--- src/rtl/cfi_alert_sched.sv ---
`default_nettype none
// ============================================================================
// Module      : cfi_alert_sched
// Description : Collects per-commit-port CFI events (JALR commits and, when
//               CFI_SLED_DETECT_EN is defined, NOP-sled detections). Events
//               are queued in program order in a small FIFO and sent one at a
//               time on a valid/ready alert channel. Events that do not fit
//               in the FIFO are dropped and counted.
//               Optional feature macro: CFI_SLED_DETECT_EN
// Revision    : 1.0 - initial release
// ============================================================================
module cfi_alert_sched #(
    parameter int NR_PORTS        = 2,
    parameter int FIFO_DEPTH      = 4,
    parameter int NOP_SLED_THRESH = 8,
    parameter int PC_W            = 64
) (
    input  logic                     clk_i,
    input  logic                     rst_i,
    input  logic [NR_PORTS-1:0]      commit_ack_i,
    input  logic [NR_PORTS-1:0]      jalr_det_i,
    input  logic [NR_PORTS-1:0]      nop_det_i,
    input  logic [NR_PORTS*PC_W-1:0] pc_i,
    input  logic                     flush_i,
    input  logic                     ovf_clr_i,
    output logic                     alert_valid_o,
    input  logic                     alert_ready_i,
    output logic [1:0]               alert_type_o,
    output logic                     alert_port_o,
    output logic [PC_W-1:0]          alert_pc_o,
    output logic [7:0]               sled_cnt_o,
    output logic                     overflow_o,
    output logic [7:0]               drop_cnt_o
);

    localparam int         c_AW        = $clog2(FIFO_DEPTH);
    localparam int         c_CW        = c_AW + 1;
    // Two candidate events per port: even slot = JALR, odd slot = sled.
    // Slot order is therefore the enqueue order (JALR before sled).
    localparam int         c_NSLOT     = 2 * NR_PORTS;
    localparam logic [1:0] c_TYPE_JALR = 2'b01;
    localparam logic [1:0] c_TYPE_SLED = 2'b10;

    typedef enum logic [0:0] {
        S_IDLE = 1'b0,
        S_SEND = 1'b1
    } state_t;

    state_t r_state;
    state_t w_state_nxt;

    // FIFO storage and pointers
    logic [1:0]      r_fifo_type [FIFO_DEPTH];
    logic            r_fifo_port [FIFO_DEPTH];
    logic [PC_W-1:0] r_fifo_pc   [FIFO_DEPTH];
    logic [c_AW-1:0] r_wptr;
    logic [c_AW-1:0] r_rptr;
    logic [c_CW-1:0] r_count;

    // Output payload register
    logic [1:0]      r_out_type;
    logic            r_out_port;
    logic [PC_W-1:0] r_out_pc;

    logic            r_overflow;
    logic [7:0]      r_drop_cnt;

    // Per-slot candidate events and their write placement
    logic [c_NSLOT-1:0] w_ev_vld;
    logic [1:0]         w_ev_type [c_NSLOT];
    logic               w_ev_port [c_NSLOT];
    logic [PC_W-1:0]    w_ev_pc   [c_NSLOT];
    logic [c_NSLOT-1:0] w_wr_en;
    logic [c_AW-1:0]    w_wr_addr [c_NSLOT];
    logic [c_CW-1:0]    w_n_wr;
    logic [7:0]         w_n_drop;
    logic [7:0]         w_drop_sum;
    logic               w_fifo_empty;
    logic               w_pop;

`ifdef CFI_SLED_DETECT_EN
    localparam logic [7:0] c_THRESH = 8'(NOP_SLED_THRESH);
    logic [7:0] r_sled_cnt;
    logic [7:0] w_sled_nxt;
`else
    logic w_unused_nop;
    assign w_unused_nop = ^nop_det_i;
`endif

    // Build the candidate event list; the sled counter walks ports oldest first
    always_comb begin
        w_ev_vld = '0;
`ifdef CFI_SLED_DETECT_EN
        w_sled_nxt = r_sled_cnt;
`endif
        for (int p = 0; p < NR_PORTS; p++) begin
            w_ev_type[2*p]   = c_TYPE_JALR;
            w_ev_type[2*p+1] = c_TYPE_SLED;
            w_ev_port[2*p]   = 1'(p);
            w_ev_port[2*p+1] = 1'(p);
            w_ev_pc[2*p]     = pc_i[p*PC_W +: PC_W];
            w_ev_pc[2*p+1]   = pc_i[p*PC_W +: PC_W];
            w_ev_vld[2*p]    = commit_ack_i[p] & jalr_det_i[p];
`ifdef CFI_SLED_DETECT_EN
            if (commit_ack_i[p]) begin
                if (nop_det_i[p]) begin
                    // A saturated counter never moves, so the threshold is
                    // crossed at most once until the counter returns to 0.
                    if (w_sled_nxt != 8'hFF) begin
                        w_sled_nxt = w_sled_nxt + 8'd1;
                        if (w_sled_nxt == c_THRESH) begin
                            w_ev_vld[2*p+1] = 1'b1;
                        end
                    end
                end else begin
                    w_sled_nxt = 8'd0;
                end
            end
`endif
        end
    end

    assign w_fifo_empty = (r_count == '0);
    // Head is popped whenever the output register is free or being accepted
    assign w_pop = !flush_i && !w_fifo_empty &&
                   ((r_state == S_IDLE) || alert_ready_i);

    // Pack valid events into the free FIFO slots; the youngest overflow is dropped
    always_comb begin
        int v_cap;
        int v_idx;
        int v_drop;
        v_cap   = FIFO_DEPTH - int'(r_count) + (w_pop ? 1 : 0);
        v_idx   = 0;
        v_drop  = 0;
        w_wr_en = '0;
        for (int s = 0; s < c_NSLOT; s++) begin
            w_wr_addr[s] = r_wptr;
            if (w_ev_vld[s] && !flush_i) begin
                if (v_idx < v_cap) begin
                    w_wr_en[s]   = 1'b1;
                    w_wr_addr[s] = r_wptr + c_AW'(v_idx);
                    v_idx        = v_idx + 1;
                end else begin
                    v_drop = v_drop + 1;
                end
            end
        end
        w_n_wr   = c_CW'(v_idx);
        w_n_drop = 8'(v_drop);
    end

    // Saturating drop total; a same-cycle clear restarts from zero
    always_comb begin
        logic [8:0] v_sum;
        v_sum = {1'b0, (ovf_clr_i ? 8'd0 : r_drop_cnt)} + {1'b0, w_n_drop};
        w_drop_sum = v_sum[8] ? 8'hFF : v_sum[7:0];
    end

    // FIFO pointers and occupancy
    always_ff @(posedge clk_i or posedge rst_i) begin
        if (rst_i) begin
            r_wptr  <= '0;
            r_rptr  <= '0;
            r_count <= '0;
        end else if (flush_i) begin
            r_wptr  <= '0;
            r_rptr  <= '0;
            r_count <= '0;
        end else begin
            r_wptr  <= r_wptr + w_n_wr[c_AW-1:0];
            r_rptr  <= r_rptr + c_AW'(w_pop);
            r_count <= r_count + w_n_wr - c_CW'(w_pop);
        end
    end

    // FIFO storage writes (payload only, no reset needed)
    always_ff @(posedge clk_i) begin
        for (int s = 0; s < c_NSLOT; s++) begin
            if (w_wr_en[s]) begin
                r_fifo_type[w_wr_addr[s]] <= w_ev_type[s];
                r_fifo_port[w_wr_addr[s]] <= w_ev_port[s];
                r_fifo_pc[w_wr_addr[s]]   <= w_ev_pc[s];
            end
        end
    end

    // Output FSM state register
    always_ff @(posedge clk_i or posedge rst_i) begin
        if (rst_i) begin
            r_state <= S_IDLE;
        end else begin
            r_state <= w_state_nxt;
        end
    end

    // Output FSM next state
    always_comb begin
        w_state_nxt = r_state;
        if (flush_i) begin
            w_state_nxt = S_IDLE;
        end else begin
            case (r_state)
                S_IDLE: if (!w_fifo_empty) w_state_nxt = S_SEND;
                S_SEND: if (alert_ready_i && w_fifo_empty) w_state_nxt = S_IDLE;
                default: w_state_nxt = S_IDLE;
            endcase
        end
    end

    // Output payload register, loaded on every head pop
    always_ff @(posedge clk_i or posedge rst_i) begin
        if (rst_i) begin
            r_out_type <= '0;
            r_out_port <= 1'b0;
            r_out_pc   <= '0;
        end else if (w_pop) begin
            r_out_type <= r_fifo_type[r_rptr];
            r_out_port <= r_fifo_port[r_rptr];
            r_out_pc   <= r_fifo_pc[r_rptr];
        end
    end

    // Sticky overflow and drop counter; a drop beats a same-cycle clear
    always_ff @(posedge clk_i or posedge rst_i) begin
        if (rst_i) begin
            r_overflow <= 1'b0;
            r_drop_cnt <= '0;
        end else if (w_n_drop != 8'd0) begin
            r_overflow <= 1'b1;
            r_drop_cnt <= w_drop_sum;
        end else if (ovf_clr_i) begin
            r_overflow <= 1'b0;
            r_drop_cnt <= '0;
        end
    end

`ifdef CFI_SLED_DETECT_EN
    // Consecutive-NOP counter
    always_ff @(posedge clk_i or posedge rst_i) begin
        if (rst_i) begin
            r_sled_cnt <= '0;
        end else if (flush_i) begin
            r_sled_cnt <= '0;
        end else begin
            r_sled_cnt <= w_sled_nxt;
        end
    end
    assign sled_cnt_o = r_sled_cnt;
`else
    assign sled_cnt_o = 8'd0;
`endif

    assign alert_valid_o = (r_state == S_SEND);
    assign alert_type_o  = r_out_type;
    assign alert_port_o  = r_out_port;
    assign alert_pc_o    = r_out_pc;
    assign overflow_o    = r_overflow;
    assign drop_cnt_o    = r_drop_cnt;

endmodule
`default_nettype wire

--- config.mk ---
export PLATFORM = sky130hd
export DESIGN_NAME = cfi_alert_sched
export DESIGN_NICKNAME = d
export VERILOG_FILES = /design/src/rtl/cfi_alert_sched.sv
export SDC_FILE = /design/constraint.sdc
export NUM_CORES = 1
export LEC_CHECK = 0
export BUFFER_PORTS_ARGS = -buffer_cell sky130_fd_sc_hd__buf_2
export CORE_ASPECT_RATIO = 1.4
export CORE_MARGIN = 2
export CORE_UTILIZATION = 55
export CTS_BUF_LIST = sky130_fd_sc_hd__clkbuf_4
export CTS_CLUSTER_SIZE = 10
export DETAILED_ROUTE_END_ITERATION = 12
export PLACE_DENSITY_LB_ADDON = 0.1
export SYNTH_ARGS = -nofsm -noshare
export SYNTH_HDL_FRONTEND = slang
export SYNTH_SLANG_ARGS = --single-unit
--- constraint.sdc ---
create_clock -name clk_i -period 9 [get_ports clk_i]
set_input_delay 0.9 -clock clk_i [delete_from_list [all_inputs] [get_ports clk_i]]
set_output_delay 0.9 -clock clk_i [all_outputs]
set_load 0.01 [all_outputs]
==> impl_metrics.toml <==
[outcome]
status = "finished clean"

[final_layout]
drive_above_1_share_pct = 60.1
instances_no_fill = 1655
nets = 1359
n_fill_cell = 2234
design_area_sq_um = 18800
area_growth_pct = 15.4

[placed_design]
dp_hpwl_microns = 20100
dp_cells = 1499
placed_cell_area_sq_um = 17700
pre_cts_ws_ns = 2.65
gp_congestion = 0.805
portBuffers = 212

[clock_network]
path_clk_slew_ns = 0.07
cts_root_buf = "clkbuf_4"
numCtsBuffers = 83
clockBufferDepth = 3
clkLatencyLatePin_ns = 0.72
ctsResizeCount = 0
cts_tree = "built"
cts_setup_buffers = 0
htreeDepth = 3
cts_sinks = 343
ctsHoldBuffers = 0

[route]
drt_iter0_markers = 421
drc = 0
via_count = 9367
drt_pass1_iterations = 7
wl_per_cell_microns = 21.3
wl_microns = 35300
drt.antenna.violating_nets = 0
vias_per_cell = 5.66

[floorplanning]
core_area_sq_um = 29200
dieHeight_microns = 208
fp.dieW_microns = 149
rows = 74
floorplan.initialDensity_pct = 55.9
ios = 224
die_area_sq_um = 31000

[timing]
fin_crit_sh_pct = 65.9
tns_ns = 0
fin_ws_ns = 3.07
min_period_ns = 5.93
hold_violations = 0
fmax_ghz = 0.169
setup-violations-final = 0
skew_ns = 0.0530
slew_headroom_pct = 28.4
worst_slew_pin_slew_ns = 1.07
rsz0062_at_grt = "false"
slew_violations = 0

[critical_path]
endpoint_kind = "register"
crit_required_ns = 9.43
cp_max_fo = 34
critPathKind = "reg -> reg"
worstPathArrival_ns = 6.36
startpoint_type = "register"

[pwr]
power_density_nw_per_um2 = 252
p_total_w = 0.00474
power.leakage_nw = 7.11
ir_worst_vdd_mv = 0.127

[yosys]
synthTopCellsByCount = "mux2_2 (317), edfxtp_1 (256), dfrtp_1 (83), mux4_2 (65), nand2_1 (23)"
synth_top_cell_area_share_pct = 47.2
synth.most_common_cell = "mux2_2"
syn-cell-area_sq_um = 16300
synth_edf_count = 256
synth_warnings = 0
synth_cell_types = 47
async_flop_share_pct = 24.2
synth.area.top_cells = "edfxtp_1 (47%), mux2_2 (22%), dfrtp_1 (13%), mux4_2 (9.0%), ha_1 (1.1%)"
synthFlopType = "edfxtp_1"
synth_seq_cells = 343
ys_seq_area_share_pct = 60.4
synth_top_area_cell = "edfxtp_1"
syn_area_per_cell_sq_um = 17.2
synth_cells = 946

[worst_hold_path]
worstHoldPathType = "in -> async"

[global_route]
grt_pass1_vias = 10200
grt_pass1_wl_microns = 55000
grt_max_degree = 65
track_usage_pct = 23.4
antenna_found_initial = 7
gr-total-overflow = 0

[run]
maxCapViolCount = 0
-- final timing paths --
path,start,endpoint,slack (ns),depth (start not counted)
setup / recovery,r_count[0]$_DFF_PP0_,r_fifo_pc[0][60]$_DFFE_PP_,3.07,16
hold / removal,rst_i,alert_pc_o[31]$_DFFE_PP0N_,0.15,2
setup reg to reg,r_count[0]$_DFF_PP0_,r_fifo_pc[0][60]$_DFFE_PP_,3.07,16
hold reg to reg,alert_pc_o[1]$_DFFE_PP0N_,alert_pc_o[1]$_DFFE_PP0N_,0.47,2
max in group asynchronous,rst_i,r_rptr[0]$_DFF_PP0_,7.38,3
min in group clk_i,alert_pc_o[1]$_DFFE_PP0N_,alert_pc_o[1]$_DFFE_PP0N_,0.47,2
-- layout by cell type (no fill, tap or decap), types with 3 or more instances in the layout --
| cell type | instances |
|---|---|
| o21ai_0 | 10 |
| a21oi_1 | 8 |
| diode_2 | 5 |
| buf_2 | 212 |
| ha_1 | 14 |
| mux4_2 | 65 |
| dfrtp_1 | 81 |
| buf_4 | 14 |
| mux2_1 | 4 |
| nand2_1 | 21 |
| nor2b_1 | 12 |
| a31oi_1 | 3 |
| nor2_1 | 17 |
| conb_1 | 9 |
| inv_1 | 16 |
| clkinv_1 | 15 |
| nor3_1 | 3 |
| clkbuf_4 | 135 |
| xnor2_1 | 7 |
| nand3b_1 | 3 |
| dfxtp_1 | 4 |
| mux2_2 | 317 |
| nand3_1 | 5 |
| edfxtp_1 | 256 |
-- report_power, final --
| group | internal (W) | switching [W] | total (W) | leakage (nW) |
|---|---|---|---|---|
| combinational | 0.000676 | 0.000606 | 0.00128 | 3.10 |
| sequential | 0.00201 | 0.000145 | 0.00216 | 3.35 |
| clock | 0.000704 | 0.000599 | 0.00130 | 0.659 |
| total | 0.00339 | 0.00135 | 0.00474 | 7.11 |
-- sequential cells by signal (all words and copies together), names as in the netlist, 2 cells and up --
register / flops
alert_pc_o: 64
drop_cnt_o: 8
r_fifo_pc: 256
r_count: 3
r_rptr: 2
r_fifo_port: 4
r_wptr: 2
-- per-stage QoR --
step	utilization, %	hold slack, ns
CTS	64.4	0.0942
global placement	60.7	0.449
floorplan	-	0.466
global route	64.5	0.119
finish	64.5	0.155
detailed placement	60.7	0.453
-- layer usage --
| layer | routed length (microns) | track usage, % |
|---|---|---|
| met1 | 13700 | 28.0 |
| met2 | 18400 | 40.5 |
| met3 | 2450 | 6.48 |
| met4 | 782 | 8.18 |
| met5 | 11 | 0 |
-- layout make-up --
class / count / area [sq um] / area share (%)
repair buffers: 228 / 1210 / 6.41
clock inverters: 16 / 86.3 / 0.459
diodes: 5 / 12.5 / 0.0665
inverters: 17 / 66.3 / 0.353
well taps: 380 / 475 / 2.53
flip-flops and latches: 343 / 9850 / 52.4
multi-input cells: 531 / 6100 / 32.4
clock buffers: 135 / 1010 / 5.39
-- worst max-delay path, cell delays in order (launching register included) --
cell and delay [ns]:
dfrtp_1 0.42, inv_1 0.08, ha_1 0.15, ha_1 0.17
or3_4 0.46, inv_1 0.21, ha_1 0.24, ha_1 0.21
a21oi_1 0.56, a31oi_1 0.21, nand2_1 0.30, inv_1 0.13
ha_1 0.34, nor4b_4 0.50, and2b_4 0.62, buf_4 0.59
mux2_2 0.41
-- cells by family (layout without fill, tap and decap cells) --
family          Yosys count  in the layout  share of synthesized area, %
mux                     387            387                          31.2
flops                   343            343                          60.4
buf+inv                  80            396                          2.80
simple gates             77             77                          2.55
compound gates           34             34                          1.27
fa+ha+maj                16             16                          1.32
xor+xnor                  8              8                         0.430
other cells               1             14                        0.0230
No activity file was read; power rests on OpenSTA's default activity.
